$ cat src/rtl/tetris_pkg.sv
// Shared Tetris definitions: shape encodings, bag size, LFSR taps and the piece generator's FSM states.
package tetris_pkg;

    localparam int SHAPE_W    = 3;
    localparam int NUM_SHAPES = 7;

    localparam logic [15:0] LFSR_TAPS = 16'hB400;

    localparam logic [SHAPE_W-1:0] SHAPE_O = 3'd0;
    localparam logic [SHAPE_W-1:0] SHAPE_I = 3'd1;
    localparam logic [SHAPE_W-1:0] SHAPE_T = 3'd2;
    localparam logic [SHAPE_W-1:0] SHAPE_L = 3'd3;
    localparam logic [SHAPE_W-1:0] SHAPE_J = 3'd4;
    localparam logic [SHAPE_W-1:0] SHAPE_S = 3'd5;
    localparam logic [SHAPE_W-1:0] SHAPE_Z = 3'd6;

    typedef enum logic {
        ST_FILL  = 1'b0,
        ST_READY = 1'b1
    } gen_state_e;

    // Lowest shape index whose bag bit is still clear; used to bound a draw to 8 attempts.
    function automatic logic [SHAPE_W-1:0] lowest_unused(input logic [NUM_SHAPES-1:0] used);
        logic [SHAPE_W-1:0] r;
        r = '0;
        for (int i = NUM_SHAPES - 1; i >= 0; i--) begin
            if (!used[i]) r = SHAPE_W'(i);
        end
        return r;
    endfunction

endpackage

$ cat src/rtl/lfsr_galois16.sv
// 16-bit Galois LFSR that advances every cycle; load replaces the next value outright.
module lfsr_galois16
    import tetris_pkg::*;
#(
    parameter logic [15:0] SEED = 16'hACE1
) (
    input  logic        clk,
    input  logic        rst,
    input  logic        load,
    input  logic [15:0] load_val,
    output logic [15:0] q
);

    logic [15:0] lfsr_q;
    logic [15:0] lfsr_d;

    always_comb begin
        lfsr_d = {1'b0, lfsr_q[15:1]} ^ (lfsr_q[0] ? LFSR_TAPS : 16'h0000);
        if (load) lfsr_d = load_val;
    end

    always_ff @(posedge clk or posedge rst) begin
        if (rst) lfsr_q <= SEED;
        else     lfsr_q <= lfsr_d;
    end

    assign q = lfsr_q;

endmodule

$ cat src/rtl/piece_generator.sv
// 7-bag piece randomiser with a preview queue and valid/req handshake to the game FSM.
// Define PIECE_GEN_HOLD_EN to build in the hold slot (hold_req / hold_id / hold_valid).
module piece_generator
    import tetris_pkg::*;
#(
    parameter logic [15:0] SEED          = 16'hACE1,
    parameter int          PREVIEW_DEPTH = 3
) (
    input  logic                               clk,
    input  logic                               rst,
    input  logic                               req,
    input  logic                               seed_load,
    input  logic [15:0]                        seed_in,
    output logic [SHAPE_W-1:0]                 shape_id,
    output logic                               shape_valid,
    output logic [SHAPE_W*PREVIEW_DEPTH-1:0]   preview_ids
`ifdef PIECE_GEN_HOLD_EN
    ,
    input  logic                               hold_req,
    output logic [SHAPE_W-1:0]                 hold_id,
    output logic                               hold_valid
`endif
);

    localparam int QD = PREVIEW_DEPTH + 1;
    localparam int CW = $clog2(QD + 1);

    gen_state_e            state_q, state_d;
    logic [NUM_SHAPES-1:0] bag_q, bag_d;
    logic [CW-1:0]         count_q, count_d;
    logic [2:0]            rej_q, rej_d;
    logic [SHAPE_W-1:0]    queue_q [QD];
    logic [SHAPE_W-1:0]    queue_d [QD];
    logic                  valid_q, valid_d;

    logic [15:0]           lfsr;
    logic                  lfsr_unused;
    logic [SHAPE_W-1:0]    cand;
    logic [SHAPE_W-1:0]    draw_id;
    logic                  accept;
    logic                  do_pop;

`ifdef PIECE_GEN_HOLD_EN
    logic [SHAPE_W-1:0]    hold_id_q, hold_id_d;
    logic                  hold_valid_q, hold_valid_d;
`endif

    lfsr_galois16 #(
        .SEED (SEED)
    ) u_lfsr (
        .clk      (clk),
        .rst      (rst),
        .load     (seed_load),
        .load_val ((seed_in == 16'h0000) ? SEED : seed_in),
        .q        (lfsr)
    );

    assign cand        = lfsr[SHAPE_W-1:0];
    assign lfsr_unused = ^lfsr[15:SHAPE_W];

    always_comb begin
        state_d = state_q;
        bag_d   = bag_q;
        count_d = count_q;
        rej_d   = rej_q;
        queue_d = queue_q;
        valid_d = valid_q;
        draw_id = lowest_unused(bag_q);
        accept  = 1'b0;
        do_pop  = 1'b0;
`ifdef PIECE_GEN_HOLD_EN
        hold_id_d    = hold_id_q;
        hold_valid_d = hold_valid_q;
`endif

        if (seed_load) begin
            state_d = ST_FILL;
            bag_d   = '0;
            count_d = '0;
            rej_d   = '0;
            valid_d = 1'b0;
            for (int i = 0; i < QD; i++) queue_d[i] = '0;
`ifdef PIECE_GEN_HOLD_EN
            hold_valid_d = 1'b0;
`endif
        end else begin
            case (state_q)
                ST_FILL: begin
                    // Seven straight rejects fall back to the lowest unused shape.
                    if (rej_q == 3'd7) begin
                        accept = 1'b1;
                    end else if (cand != 3'd7 && !bag_q[cand]) begin
                        accept  = 1'b1;
                        draw_id = cand;
                    end else begin
                        rej_d = rej_q + 3'd1;
                    end

                    if (accept) begin
                        for (int i = 0; i < QD; i++) begin
                            if (count_q == CW'(i)) queue_d[i] = draw_id;
                        end
                        rej_d   = '0;
                        bag_d   = bag_q | (NUM_SHAPES'(1) << draw_id);
                        if (&bag_d) bag_d = '0;
                        count_d = count_q + CW'(1);
                        if (count_q == CW'(QD - 1)) begin
                            valid_d = 1'b1;
                            state_d = ST_READY;
                        end
                    end
                end

                ST_READY: begin
`ifdef PIECE_GEN_HOLD_EN
                    // hold_req takes precedence over a simultaneous req.
                    if (hold_req) begin
                        hold_id_d = queue_q[0];
                        if (hold_valid_q) begin
                            queue_d[0] = hold_id_q;
                        end else begin
                            hold_valid_d = 1'b1;
                            do_pop       = 1'b1;
                        end
                    end else if (req) begin
                        do_pop = 1'b1;
                    end
`else
                    if (req) do_pop = 1'b1;
`endif
                    if (do_pop) begin
                        for (int i = 0; i < QD - 1; i++) queue_d[i] = queue_q[i+1];
                        queue_d[QD-1] = '0;
                        count_d       = count_q - CW'(1);
                        valid_d       = 1'b0;
                        state_d       = ST_FILL;
                    end
                end

                default: state_d = ST_FILL;
            endcase
        end
    end

    always_ff @(posedge clk or posedge rst) begin
        if (rst) begin
            state_q <= ST_FILL;
            bag_q   <= '0;
            count_q <= '0;
            rej_q   <= '0;
            valid_q <= 1'b0;
            for (int i = 0; i < QD; i++) queue_q[i] <= '0;
        end else begin
            state_q <= state_d;
            bag_q   <= bag_d;
            count_q <= count_d;
            rej_q   <= rej_d;
            valid_q <= valid_d;
            queue_q <= queue_d;
        end
    end

`ifdef PIECE_GEN_HOLD_EN
    always_ff @(posedge clk or posedge rst) begin
        if (rst) begin
            hold_id_q    <= '0;
            hold_valid_q <= 1'b0;
        end else begin
            hold_id_q    <= hold_id_d;
            hold_valid_q <= hold_valid_d;
        end
    end

    assign hold_id    = hold_id_q;
    assign hold_valid = hold_valid_q;
`endif

    assign shape_id    = queue_q[0];
    assign shape_valid = valid_q;

    for (genvar gi = 0; gi < PREVIEW_DEPTH; gi++) begin : g_preview
        assign preview_ids[SHAPE_W*gi +: SHAPE_W] = queue_q[gi+1];
    end

endmodule

$ cat config.mk
export PLATFORM = sky130hd
export DESIGN_NAME = piece_generator
export DESIGN_NICKNAME = d
export VERILOG_FILES = /design/src/rtl/tetris_pkg.sv /design/src/rtl/lfsr_galois16.sv /design/src/rtl/piece_generator.sv
export SDC_FILE = /design/constraint.sdc
export NUM_CORES = 1
export LEC_CHECK = 0
export BUFFER_PORTS_ARGS = -buffer_cell sky130_fd_sc_hd__buf_4
export CAP_MARGIN = 10
export CORE_UTILIZATION = 30
export DETAILED_ROUTE_END_ITERATION = 8
export MAX_ROUTING_LAYER = met4
export PLACE_DENSITY = 0.56
export SYNTH_ARGS = -nofsm -noshare
export SYNTH_HDL_FRONTEND = slang
export SYNTH_HIERARCHICAL = 1
export SYNTH_SLANG_ARGS = --single-unit
$ cat constraint.sdc
create_clock -name clk -period 3.45 [get_ports clk]
set_input_delay 0.345 -clock clk [delete_from_list [all_inputs] [get_ports clk]]
set_output_delay 0.345 -clock clk [all_outputs]
set_load 0.005 [all_outputs]
== Word-level counts from Yosys, hierarchy flattened ==
Cells that the tools add are included.
Cells by class
  equality and inequality tests: 14
  multiplexer cells: 54
  add/subtract/negate cells: 3
  shift operators: 1
  magnitude comparators: 1
  reductions and logical operators: 13
  bitwise logic cells: 3
Operators by type and width (count)
  3-bit two-way mux: 23
  16-bit two-way mux: 3
  12-bit two-way mux: 3
  7-bit two-way mux: 4
  12-bit case mux with 2 select lines: 1
  3-bit != test (second input constant): 6
  16-bit zero test: 1
  1-bit two-way mux: 16
  15-bit by 16-bit XOR with 16-bit output: 1
  3-bit AND reduction: 5
  3-bit by 2-bit != test with 1-bit output (second input constant): 3
  7-bit bitwise OR: 1
  7-bit AND reduction: 1
  1-bit by 3-bit << shifter with 7-bit output (first input constant): 1
  3-bit by 1-bit adder with 3-bit output (second input constant): 2
  3-bit by 2-bit equality test with 1-bit output (second input constant): 2
  3-bit case mux with 2 select lines: 1
  3-bit by 4-bit less-than comparator with 1-bit output (second input constant): 1
  1-bit case mux with 2 select lines: 2
  2-bit AND reduction: 2
  1-bit binary-select mux with 3-bit select: 1
  3-bit by 1-bit equality test with 1-bit output (second input constant): 1
  3-bit equality test (second input constant): 1
  3-bit zero test: 1
  6 further kinds: 6
Word-level totals
  bits in registers: 43
  output and inout port bits: 13

== Longest topological paths before layout ==
  depth in word-level cells: 18
  mapped depth: 10
  depth with buffers taken out: 9

== Hierarchy ==
The synthesis kept the hierarchy.
Modules (own cells, without submodules)
  piece_generator: sequential area each 675.6 um^2, times used 1, cells an instance 224, area an instance 2042.0 um^2
  lfsr_galois16: sequential area each 410.4 um^2, times used 1, cells an instance 41, area an instance 654.4 um^2

== Worst setup path before layout ==
Ideal clock, no wire load.
  path type: register to register
  from: reg u_lfsr.lfsr_q[0] (netlist: u_lfsr/q[0])
  to: reg bag_q[0]
  arrival: 2260 ps
  clock period less this slack: 2400 ps
  stages on the path, launching flop included: 9
  setup slack: 1050 ps
  path buffers: 1
  path through: dfstp_2 -> buf_6 -> nor4bb_4 -> nor3_4 -> a31o_4 -> a2111oi_4 -> o311ai_2 -> o31ai_4 -> o32ai_1
Between the ends
  word-level cells in the longest chain between the ends: 15
  elaborated cells on any way between the ends: 22
  those cells by class: 1 x eq/ne; 1 x shift; 14 x mux; 1 x bitwise; 5 x reduce/logical
Ends and longest elaborated chain
  start: declaration: RTL line lfsr_galois16.sv:14  | logic [15:0] lfsr_q;
  start signal: assignment: RTL line lfsr_galois16.sv:24  | else lfsr_q <= lfsr_d;
  1-bit binary-select mux with 3-bit select: RTL line piece_generator.sv:92  | end else if (cand != 3'd7 && !bag_q[cand]) begin
  1-bit two-way mux (not written as such): RTL line piece_generator.sv:92
  1-bit zero test: RTL line piece_generator.sv:92
  1-bit logical AND: RTL line piece_generator.sv:92
  3-bit two-way mux: RTL line piece_generator.sv:92
  3-bit two-way mux: RTL line piece_generator.sv:90  | if (rej_q == 3'd7) begin
  3-bit two-way mux: RTL line piece_generator.sv:87  | case (state_q)
  3-bit two-way mux: RTL line piece_generator.sv:76  | if (seed_load) begin
  1-bit by 3-bit << shifter with 7-bit output: RTL line piece_generator.sv:104  | bag_d = bag_q | (NUM_SHAPES'(1) << draw_id);
  7-bit bitwise OR: RTL line piece_generator.sv:104
  7-bit AND reduction: RTL line piece_generator.sv:105  | if (&bag_d) bag_d = '0;
  7-bit two-way mux: RTL line piece_generator.sv:105
  7-bit two-way mux: RTL line piece_generator.sv:99  | if (accept) begin
  7-bit two-way mux: RTL line piece_generator.sv:87
  7-bit two-way mux: RTL line piece_generator.sv:76
  end signal: assignment: RTL line piece_generator.sv:155  | bag_q <= bag_d;
  end: declaration: RTL line piece_generator.sv:29  | logic [NUM_SHAPES-1:0] bag_q, bag_d;
Several ways; a longest one is shown, not always the timed one. The select of a mux whose other input is x is not followed.
A chain may end at the register's enable or synchronous reset.

== Worst setup path in the final report ==
  from: reg rej_q[0]
  to: reg bag_q[3]
Between the ends
  word-level cells in the longest chain between the ends: 11
  elaborated cells on any way between the ends: 16
  those cells by class: 1 x eq/ne; 1 x shift; 10 x mux; 1 x bitwise; 3 x reduce/logical
Ends and longest elaborated chain
  start: declaration: RTL line piece_generator.sv:31  | logic [2:0] rej_q, rej_d;
  start signal: assignment: RTL line piece_generator.sv:157  | rej_q <= rej_d;
  3-bit equality test (*): RTL line piece_generator.sv:90
  3-bit two-way mux: RTL line piece_generator.sv:90
  3-bit two-way mux: RTL line piece_generator.sv:87
  3-bit two-way mux: RTL line piece_generator.sv:76
  1-bit by 3-bit << shifter with 7-bit output: RTL line piece_generator.sv:104
  7-bit bitwise OR: RTL line piece_generator.sv:104
  7-bit AND reduction: RTL line piece_generator.sv:105
  7-bit two-way mux: RTL line piece_generator.sv:105
  7-bit two-way mux: RTL line piece_generator.sv:99
  7-bit two-way mux: RTL line piece_generator.sv:87
  7-bit two-way mux: RTL line piece_generator.sv:76
Mark *: on every way between the ends. The rest lies on a longest branch, timed or not. The select of a mux whose other input is x is not followed.

==> flow_metrics.tcl <==
set metrics [dict create \
    run_status "finished, final reports clean" \
    final_period_minus_worst_setup_slack_ps 2780 \
    critPathSlowestCell "dfrtp_1" \
    synth_edf_count 0 \
    numCtsBuffers 5 \
    synth_area_um2 2700 \
    drt_iter0_markers 173 \
    die_h_um 96.8 \
    finalCritPeriodShare_pct 80.5 \
    finalHoldViolCount 0 \
    worstSetupPathType "reg -> reg" \
    n_fill_cell 869 \
    critPathMaxFanout 8 \
    dpl.cell_count 384 \
    crit_buf_inv 0 \
    grt_use_total_pct 13.9 \
    worstPathRequired_ps 3610 \
    instances_no_fill 394 \
    end_kind "register" \
    drtPass1Iterations 4 \
    seq_area_frac_synth_pct 40.3 \
    max_stage_delay_ps 410 \
    via_per_inst 5.26 \
    routedWlPerCell_um 15.4 \
    skew_ps 8.14 \
    power_density_nw_per_um2 468 \
    place_congestion 0.913 \
    power_frac_clock_pct 21.6 \
    p_seq_share_pct 46.4 \
    pin_count 33 \
    max-vdd-ir-drop_mv 0.228 \
    dp_slack_ps 761 \
    drc_errors 0 \
    fmax_mhz 360 \
    combPwrFrac_pct 32.0 \
    cts_tree "built" \
    cap_violations 0 \
    synth_cells 265 \
    syn_avg_cell_area_um2 10.2 \
    h-tree-depth 2 \
    synthFlopType "dfrtp_1" \
    p_sw_uw 492 \
    crit_chain "ha_1 -> ha_1 -> nand2b_1 -> o22ai_2 -> nor2_1 -> a211oi_1 -> o311ai_2 -> o31ai_4 -> o32ai_1" \
    vias 2071 \
    die_x_um 96.8 \
    clock-root-buffer "clkbuf_8" \
    p_leak_uw 0.00129 \
    setup_viol 0 \
    ant_nets 0 \
    fin_tns_setup_ps 0 \
    grt_pass1_wl_um 10400 \
    hpwl_um 4410 \
    grt_max_degree 30 \
    grt_setup_unrepaired "no" \
    coreArea_um2 8720 \
    diodes 0 \
    swShare_pct 34.4 \
    start_util_pct 30.9 \
    postPlaceCellArea_um2 2950 \
    grt_pass1_vias 2022 \
    nNetsFinal 313 \
    numClockSinks 43 \
    worst_slack_ps 671 \
    drv_slew 0 \
    ys_warn_count 6 \
    cpMostUsedCell "ha_1" \
    layout.cells.most_common_list "dfrtp_1 (35), buf_4 (32), inv_1 (18), nand2b_1 (18), nor2_1 (15)" \
    rows 34 \
    hold_class "in -> reg" \
    finalPower_uw 1430 \
    clkSlewWorstSetupHoldPaths_ps 80 \
    syn_nets 293 \
    clkLatencyLatePin_ps 300 \
    layout-drive-gt1-share_pct 26.6 \
    cpLargestDelayFamily "compound AO/OA/AOI/OAI gates" \
    ys_async_sr_fraction_pct 100 \
    stdcell_area_um2 3070 \
    max-slew-margin-rel_pct 50.1 \
    power.internal_uw 941 \
    grt_overflow_total 0 \
    antenna_found_initial 0 \
    ys_types 55 \
    synth-seq-cells 43 \
    startpoint_type "register" \
    portBuffers 32 \
    post-cts-setup-buffers 0 \
    tightest_slew_ps 749 \
    final_common_cell "dfrtp_1" \
    areaGrowthSynthToFinish_pct 13.7 \
    die_area_um2 9370 \
    routed_wl_um 6080 \
    cts_buffer_depth 2 \
    crit_arrival_ps 2940 \
]
-- registers in the layout (all words and copies together), names as in the netlist --
signal and flops:
bag_q 7, shape_valid 1, shape_id 3, rej_q 3, state_q 1, count_q 3
u_lfsr/q 16, preview_ids 9
-- layer usage --
metal  share of wire (%)  track usage, %
met5                   0               -
met4                 2.1            6.43
met3                 2.9            1.73
met2                  45            19.0
met1                  50            20.2
-- cells by family after synthesis --
group | synth area share (%)
xor+xnor | 1.30
fa+ha+maj | 3.71
simple gates | 18.6
flops | 40.3
buf+inv | 7.24
compound gates | 21.3
mux | 7.56
-- worst reg2reg max path: cells and delay by family (launching register included) --
| family | cells | cell delay (ps) |
|---|---|---|
| AND/OR/NAND/NOR | 2 | 430 |
| AO/OA/AOI/OAI | 5 | 1320 |
| adder cells (fa/ha/maj) | 2 | 500 |
| flip-flops | 1 | 410 |
-- path summary, 6_finish.rpt --
kind | cells past startpoint | endpoint | slack (ps) | from
min | 2 | state_q | 260 | req
min in group asynchronous | 3 | bag_q[4] | 540 | rst
max reg2reg | 9 | bag_q[3] | 670 | rej_q[0]
max in group asynchronous | 3 | u_lfsr/q[1] | 2390 | rst
min reg2reg | 1 | u_lfsr/q[3] | 480 | u_lfsr/q[4]
max | 9 | bag_q[3] | 670 | rej_q[0]
-- through the flow --
step | hold WS (ps) | util [%]
finish | 264 | 35.2
global route | 255 | 35.2
CTS | 138 | 34.7
detailed placement | 463 | 33.8
global placement | 455 | 33.8
floorplan | 253 | -
-- layout make-up --
| cell class | count | area, um^2 | area share [%] |
|---|---|---|---|
| clock buffer | 8 | 80.1 | 2.61 |
| inverter | 19 | 71.3 | 2.33 |
| multi-input combinational | 182 | 1420 | 46.2 |
| sequential | 43 | 1090 | 35.4 |
| tap | 108 | 135 | 4.41 |
| timing repair buffer | 34 | 278 | 9.06 |
-- power by group through the flow --
stage / logic (uW) / clock network (uW) / registers [uW]
finish: 458 / 309 / 666
global placement: 451 / 0 / 674
CTS: 453 / 322 / 666
global route: 506 / 345 / 680
floorplan: 349 / 0 / 638
detailed placement: 451 / 0 / 676
-- what timing repair did --
item,CTS,global route
endpoints found under the setup margin,0,0
hold buffers,0,1
hold endpoints to repair,0,4
gates resized for setup,0,0
-- cells in the mapped netlist (2+ instances only) --
cell type  instances  area [um^2]
dfrtp_1           35          876
inv_1             18         67.6
nand2b_1          18          113
nor2_1            15         56.3
clkbuf_1          13         48.8
nand2_1           13         48.8
mux2_2            11          124
o21ai_0           11         55.1
a21oi_1           10         50.1
dfstp_2            8          210
ha_1               8          100
a32o_1             7         70.1
a22o_1             5         43.8
a31oi_1            5         31.3
nor2b_1            5         31.3
nor3_1             5         25.0
nor4_1             5         31.3
o22ai_1            5         31.3
and3_1             4         25.0
buf_6              4         45.0
mux2_4             4         60.1
nand3_1            4         20.0
nand4_1            4         25.0
buf_2              3         15.0
nand3b_1           3         22.5
o32ai_1            3         26.3
xnor2_1            3         26.3
a211oi_1           2         15.0
a21o_1             2         15.0
a21oi_2            2         17.5
mux2i_1            2         20.0
nor3b_1            2         15.0
o211ai_1           2         15.0
o21ai_1            2         10.0
o2bb2ai_1          2         17.5
Note: power is estimated with default switching activity, not from simulation.
